===== src/rtl/burst_arbiter.sv =====
// burst_arbiter: round-robin arbiter sharing one 6-bit datapath among NREQ requesters.
// Each grant is a burst of at most MAXBURST cycles, followed by GAP idle cycles.
// The grant, the grant index and the data output are all registered.
//
// Optional feature macro: BURST_ARB_FSM_CHECK_EN
//   defined   - one-hot state encoding with an integrity checker driving err
//   undefined - binary state encoding, err tied low
//
// Ports:
//   clk      in   clock, rising edge
//   rst      in   synchronous active-high reset
//   req      in   [NREQ]   per-requester request level
//   done     in   [NREQ]   early-release pulse, only the granted bit counts
//   din      in   [NREQ*6] flattened data, requester i at [6i+5:6i]
//   gnt      out  [NREQ]   one-hot grant
//   gnt_id   out  [IdW]    index of granted requester, holds when gnt is 0
//   busy     out  high in GRANT or GAP
//   dout     out  [6]      registered data of the granted requester
//   dout_vld out  dout valid strobe, one cycle behind gnt
//   err      out  FSM integrity error pulse
module burst_arbiter #(
   parameter int unsigned  NREQ     = 4,
   parameter int unsigned  MAXBURST = 5,
   parameter int unsigned  GAP      = 3,
   localparam int unsigned IdW      = (NREQ > 1) ? $clog2(NREQ) : 1
) (
   input  logic              clk,
   input  logic              rst,
   input  logic [NREQ-1:0]   req,
   input  logic [NREQ-1:0]   done,
   input  logic [NREQ*6-1:0] din,
   output logic [NREQ-1:0]   gnt,
   output logic [IdW-1:0]    gnt_id,
   output logic              busy,
   output logic [5:0]        dout,
   output logic              dout_vld,
   output logic              err
);

`ifdef BURST_ARB_FSM_CHECK_EN
   typedef enum logic [2:0] {
      StIdle  = 3'b001,
      StGrant = 3'b010,
      StGap   = 3'b100
   } state_e;
`else
   typedef enum logic [1:0] {
      StIdle  = 2'd0,
      StGrant = 2'd1,
      StGap   = 2'd2
   } state_e;
`endif

   localparam bit HasGap = (GAP > 0);

   state_e          state_q, state_d;
   logic [3:0]      cnt_q, cnt_d;
   logic [NREQ-1:0] gnt_q, gnt_d;
   logic [IdW-1:0]  gnt_id_q, gnt_id_d;
   logic [IdW-1:0]  last_id_q, last_id_d;
   logic [5:0]      dout_q, dout_d;
   logic            vld_q, vld_d;

   logic [IdW-1:0]  pick_id;
   logic [IdW-1:0]  cand;
   logic [5:0]      sel_data;
   logic            release_now;

   // Round-robin pick: first set req bit searching upward from last_id+1, wrapping.
   always_comb begin
      pick_id = '0;
      cand    = '0;
      for (int unsigned k = NREQ; k >= 1; k--) begin
         // Walk downward so the closest candidate (k = 1) is written last and wins.
         cand = IdW'((32'(last_id_q) + k) % NREQ);
         if (req[cand]) begin
            pick_id = cand;
         end
      end
   end

   always_comb begin
      sel_data = '0;
      for (int unsigned i = 0; i < NREQ; i++) begin
         if (gnt_id_q == IdW'(i)) begin
            sel_data = din[6*i +: 6];
         end
      end
   end

   assign release_now = done[gnt_id_q] | ~req[gnt_id_q] | (cnt_q == 4'(MAXBURST));

`ifdef BURST_ARB_FSM_CHECK_EN
   logic err_q, err_d;
`endif

   always_comb begin
      state_d   = state_q;
      cnt_d     = cnt_q;
      gnt_d     = gnt_q;
      gnt_id_d  = gnt_id_q;
      last_id_d = last_id_q;
      dout_d    = dout_q;
      vld_d     = 1'b0;
`ifdef BURST_ARB_FSM_CHECK_EN
      err_d     = 1'b0;
`endif
      case (state_q)
         StIdle: begin
            if (|req) begin
               state_d   = StGrant;
               gnt_d     = NREQ'(1) << pick_id;
               gnt_id_d  = pick_id;
               last_id_d = pick_id;
               cnt_d     = 4'd1;
            end
         end
         StGrant: begin
            // The exit edge still transfers data, so dout_vld matches the grant length.
            dout_d = sel_data;
            vld_d  = 1'b1;
            if (release_now) begin
               gnt_d = '0;
               if (HasGap) begin
                  state_d = StGap;
                  cnt_d   = 4'd1;
               end else begin
                  state_d = StIdle;
               end
            end else begin
               cnt_d = cnt_q + 4'd1;
            end
         end
         StGap: begin
            if (cnt_q == 4'(GAP)) begin
               state_d = StIdle;
            end else begin
               cnt_d = cnt_q + 4'd1;
            end
         end
         default: begin
            state_d = StIdle;
            gnt_d   = '0;
         end
      endcase
`ifdef BURST_ARB_FSM_CHECK_EN
      // A corrupted state recovers to IDLE; last_id is kept so fairness survives.
      if (!$onehot(state_q)) begin
         state_d  = StIdle;
         gnt_d    = '0;
         gnt_id_d = gnt_id_q;
         dout_d   = dout_q;
         vld_d    = 1'b0;
         err_d    = 1'b1;
      end
`endif
   end

   always_ff @(posedge clk) begin
      if (rst) begin
         state_q   <= StIdle;
         cnt_q     <= '0;
         gnt_q     <= '0;
         gnt_id_q  <= '0;
         last_id_q <= IdW'(NREQ - 1);
         dout_q    <= '0;
         vld_q     <= 1'b0;
      end else begin
         state_q   <= state_d;
         cnt_q     <= cnt_d;
         gnt_q     <= gnt_d;
         gnt_id_q  <= gnt_id_d;
         last_id_q <= last_id_d;
         dout_q    <= dout_d;
         vld_q     <= vld_d;
      end
   end

`ifdef BURST_ARB_FSM_CHECK_EN
   always_ff @(posedge clk) begin
      if (rst) begin
         err_q <= 1'b0;
      end else begin
         err_q <= err_d;
      end
   end
   assign err = err_q;
`else
   assign err = 1'b0;
`endif

   assign gnt      = gnt_q;
   assign gnt_id   = gnt_id_q;
   assign busy     = (state_q == StGrant) || (state_q == StGap);
   assign dout     = dout_q;
   assign dout_vld = vld_q;

endmodule


===== config.mk =====
export PLATFORM = sky130hd
export DESIGN_NAME = burst_arbiter
export DESIGN_NICKNAME = d
export VERILOG_FILES = /design/src/rtl/burst_arbiter.sv
export SDC_FILE = /design/constraint.sdc
export NUM_CORES = 1
export LEC_CHECK = 0
export ABC_AREA = 1
export CAP_MARGIN = 20
export CORE_MARGIN = 5
export CORE_UTILIZATION = 40
export DETAILED_ROUTE_END_ITERATION = 8
export HOLD_SLACK_MARGIN = 0.03
export PLACE_DENSITY_LB_ADDON = 0.12
export SYNTH_ARGS = -nofsm -noshare
export SYNTH_HDL_FRONTEND = slang
export SYNTH_SLANG_ARGS = --single-unit

===== constraint.sdc =====
create_clock -name clk -period 1.9 [get_ports clk]
set_input_delay 0.38 -clock clk [delete_from_list [all_inputs] [get_ports clk]]
set_output_delay 0.38 -clock clk [all_outputs]
set_load 0.01 [all_outputs]

==> flow_summary.toml <==
[final_layout]
stdcell_count = 302
final_cell_area_sq_um = 1960
fillers = 356
n_antenna_cell = 0
finalCoreUtilization = 0.584
drive_gt1_frac = 0.137
fin_nets = 296
area_delta_synth_final_pct = 39.4

[global_route]
grt_pass1_vias = 1408
grt_pass1_wl_microns = 5980
antenna_found_initial = 0
gr-total-overflow = 0
use_met1 = 0.173
gr-usage-met3 = 0.0435
grtUsageMet2 = 0.269
grt_max_degree = 15
grt_usage = 0.147
grt_busiest_layer = "met2"

[critical_path]
cpMaxStageDelayCell = "dfxtp_1"
critPathMaxStageDelay_ns = 0.36
worst_setup_path_end_kind = "output port"
critPathLaunchType = "flop"
crit_chain = "inv_1, ha_1, dlygate4sd2_1"
critPathArrivalTime_ns = 1.41
path_max_fanout = 4
cp.required_ns = 1.52
critical_path_class = "reg2out"

[route]
drtIter0Drc = 52
post_drt_wl_per_cell_microns = 11.3
first_pass_iters = 4
drc = 0
drt.antenna.violating_nets = 0
totalWireLength_microns = 3410
vias = 1447
avgViaCountPerCell = 4.79

[yosys]
syn-cell-area_sq_um = 1410
synth_cells = 206
synth_nets = 245
synth_ff_type = "dfxtp_1"
yosys_warnings = 0
syn_avg_cell_area_sq_um = 6.84
synth_edf_count = 0
ys_seq_area_frac = 0.298
async_reset_ff_frac = 0
synth_seq_cells = 21
synth_cell_types = 32

[cts]
clockBufferDepth = 2
h-tree-depth = 1
cts_tree = "done"
numCtsBuffers = 3
cts.sinks = 21
cts-root-buf = "clkbuf_4"
clk_pin_slew_ns = 0.11
clk_latency_ns = 0.30
cts_setup_buffers = 0

[die]
die_h_microns = 69.3
die_x_microns = 69.3
core_area_sq_um = 3360
dieArea_sq_um = 4810
initial_core_util = 0.419
io_pins = 49
rows = 21

[sta]
final_max_slew_viol_count = 0
fmax_mhz = 560
period_share = 0.940
hold_viol = 0
min_period_ns = 1.79
fin_skew_ns = 0.00218
setup-violations-final = 0
rsz0062_at_grt = "false"

[place]
dp_cells = 298
dp_hpwl_microns = 2820
gp_congestion = 0.854
port_buffers = 47
post_dp_cell_area_sq_um = 1940

[pwr]
switchingPower_w = 0.00133
pwr-share-comb = 0.654
clkPwrFrac = 0.075
p_leak_nw = 0.865
p_sw_frac = 0.470
worst_ir_drop_vdd_mv = 0.661
power_density_nw_per_um2 = 1440
p_seq_frac = 0.271
intPower_w = 0.00149
finalPower_w = 0.00282

[run_status]
outcome = "completed"

[run]
drv_cap = 0

[worst_hold_path]
hold_class = "reg2reg"
## area by class of cell
class / instances / area, sq um / area share
multi-input cells: 152 / 850 / 0.432
clock buffers: 4 / 26.3 / 0.0134
well taps: 46 / 57.6 / 0.0293
inverters: 27 / 104 / 0.0529
repair buffers: 52 / 507 / 0.258
flip-flops and latches: 21 / 420 / 0.214
## registers in the layout, summed over array words and instances, names as in the netlist
| name | flops |
|---|---|
| dout_vld | 1 |
| last_id_q | 2 |
| state_q | 2 |
| dout | 6 |
| gnt | 4 |
| cnt_q | 4 |
| gnt_id | 2 |
## through the flow
step | hold slack [ns] | setup TNS [ns] | setup WS [ns]
global placement | 0.455 | 0 | 0.0111
global route | 0.513 | 0 | 0.0384
finish | 0.477 | 0 | 0.114
detailed placement | 0.458 | -0.0787 | -0.0290
CTS | 0.476 | 0 | 0.0945
floorplan | 0.478 | 0 | 0.389
## synthesized netlist by cell type (all sizes together) (2+ instances only)
cell,instances,share of area
a21oi,21,0.080
a22o,5,0.031
a31oi,6,0.027
buf,3,0.019
clkbuf,3,0.0089
dfxtp,21,0.30
ha,5,0.044
inv,27,0.074
nand2,61,0.18
nand3,18,0.089
nor2,12,0.052
o211ai,2,0.011
o21ai,16,0.060
## layer usage
| layer | part of all wire | wire length (microns) |
|---|---|---|
| met5 | 0 | 0 |
| met4 | 0.0032 | 11 |
| met3 | 0.044 | 151 |
| met2 | 0.52 | 1770 |
| met1 | 0.43 | 1470 |
## placed cells by master (no fill, tap or decap), types with 6 or more instances in the layout
cell             instances
a21oi_1                 18
a31oi_1                  6
clkdlybuf4s50_1         46
dfxtp_1                 21
inv_1                   21
nand2_1                 53
nand2_2                  8
nand3_1                 14
nor2_1                   8
o21ai_0                 14
## power by group through the flow
stage / sequential [W] / clock, W / combinational (W)
detailed placement: 0.000773 / 0 / 0.00187
global placement: 0.000774 / 0 / 0.00185
floorplan: 0.000795 / 0 / 0.00126
CTS: 0.000766 / 0.000220 / 0.00186
finish: 0.000764 / 0.000212 / 0.00185
global route: 0.000796 / 0.000243 / 0.00208
## kinds of logic (layout without fill, tap and decap cells)
kind of cell,Yosys count,count (layout),share of synthesized area
AOI/OAI and AO/OA,51,51,0.213
xor gates and xnor gates,1,1,0.00622
adders and majority gates,5,5,0.0444
buffers and inverters,33,83,0.101
DFF,21,21,0.298
other,1,1,0.00266
and+or+nand+nor,94,94,0.334
## worst paths after layout
check,from,endpoint,slack [ns],cells after the start
max,state_q[0],busy,0.11,3
min,gnt[1],gnt[1],0.48,2
max reg2reg,state_q[0],gnt[0],0.34,8
min reg2reg,gnt[1],gnt[1],0.48,2
## worst max-delay path: cells and delay by family (launching register included)
family,cells,cell delay (ns)
adder cells (fa/ha/maj),1,0.36
flip-flops,1,0.36
buffers and inverters,2,0.39
## what timing repair did
item                                    in CTS  in global routing
endpoints found under the setup margin       1                  2
gates resized for setup                      1                  1
hold buffers                                 0                  0
Power figures use the tool's default switching activity.
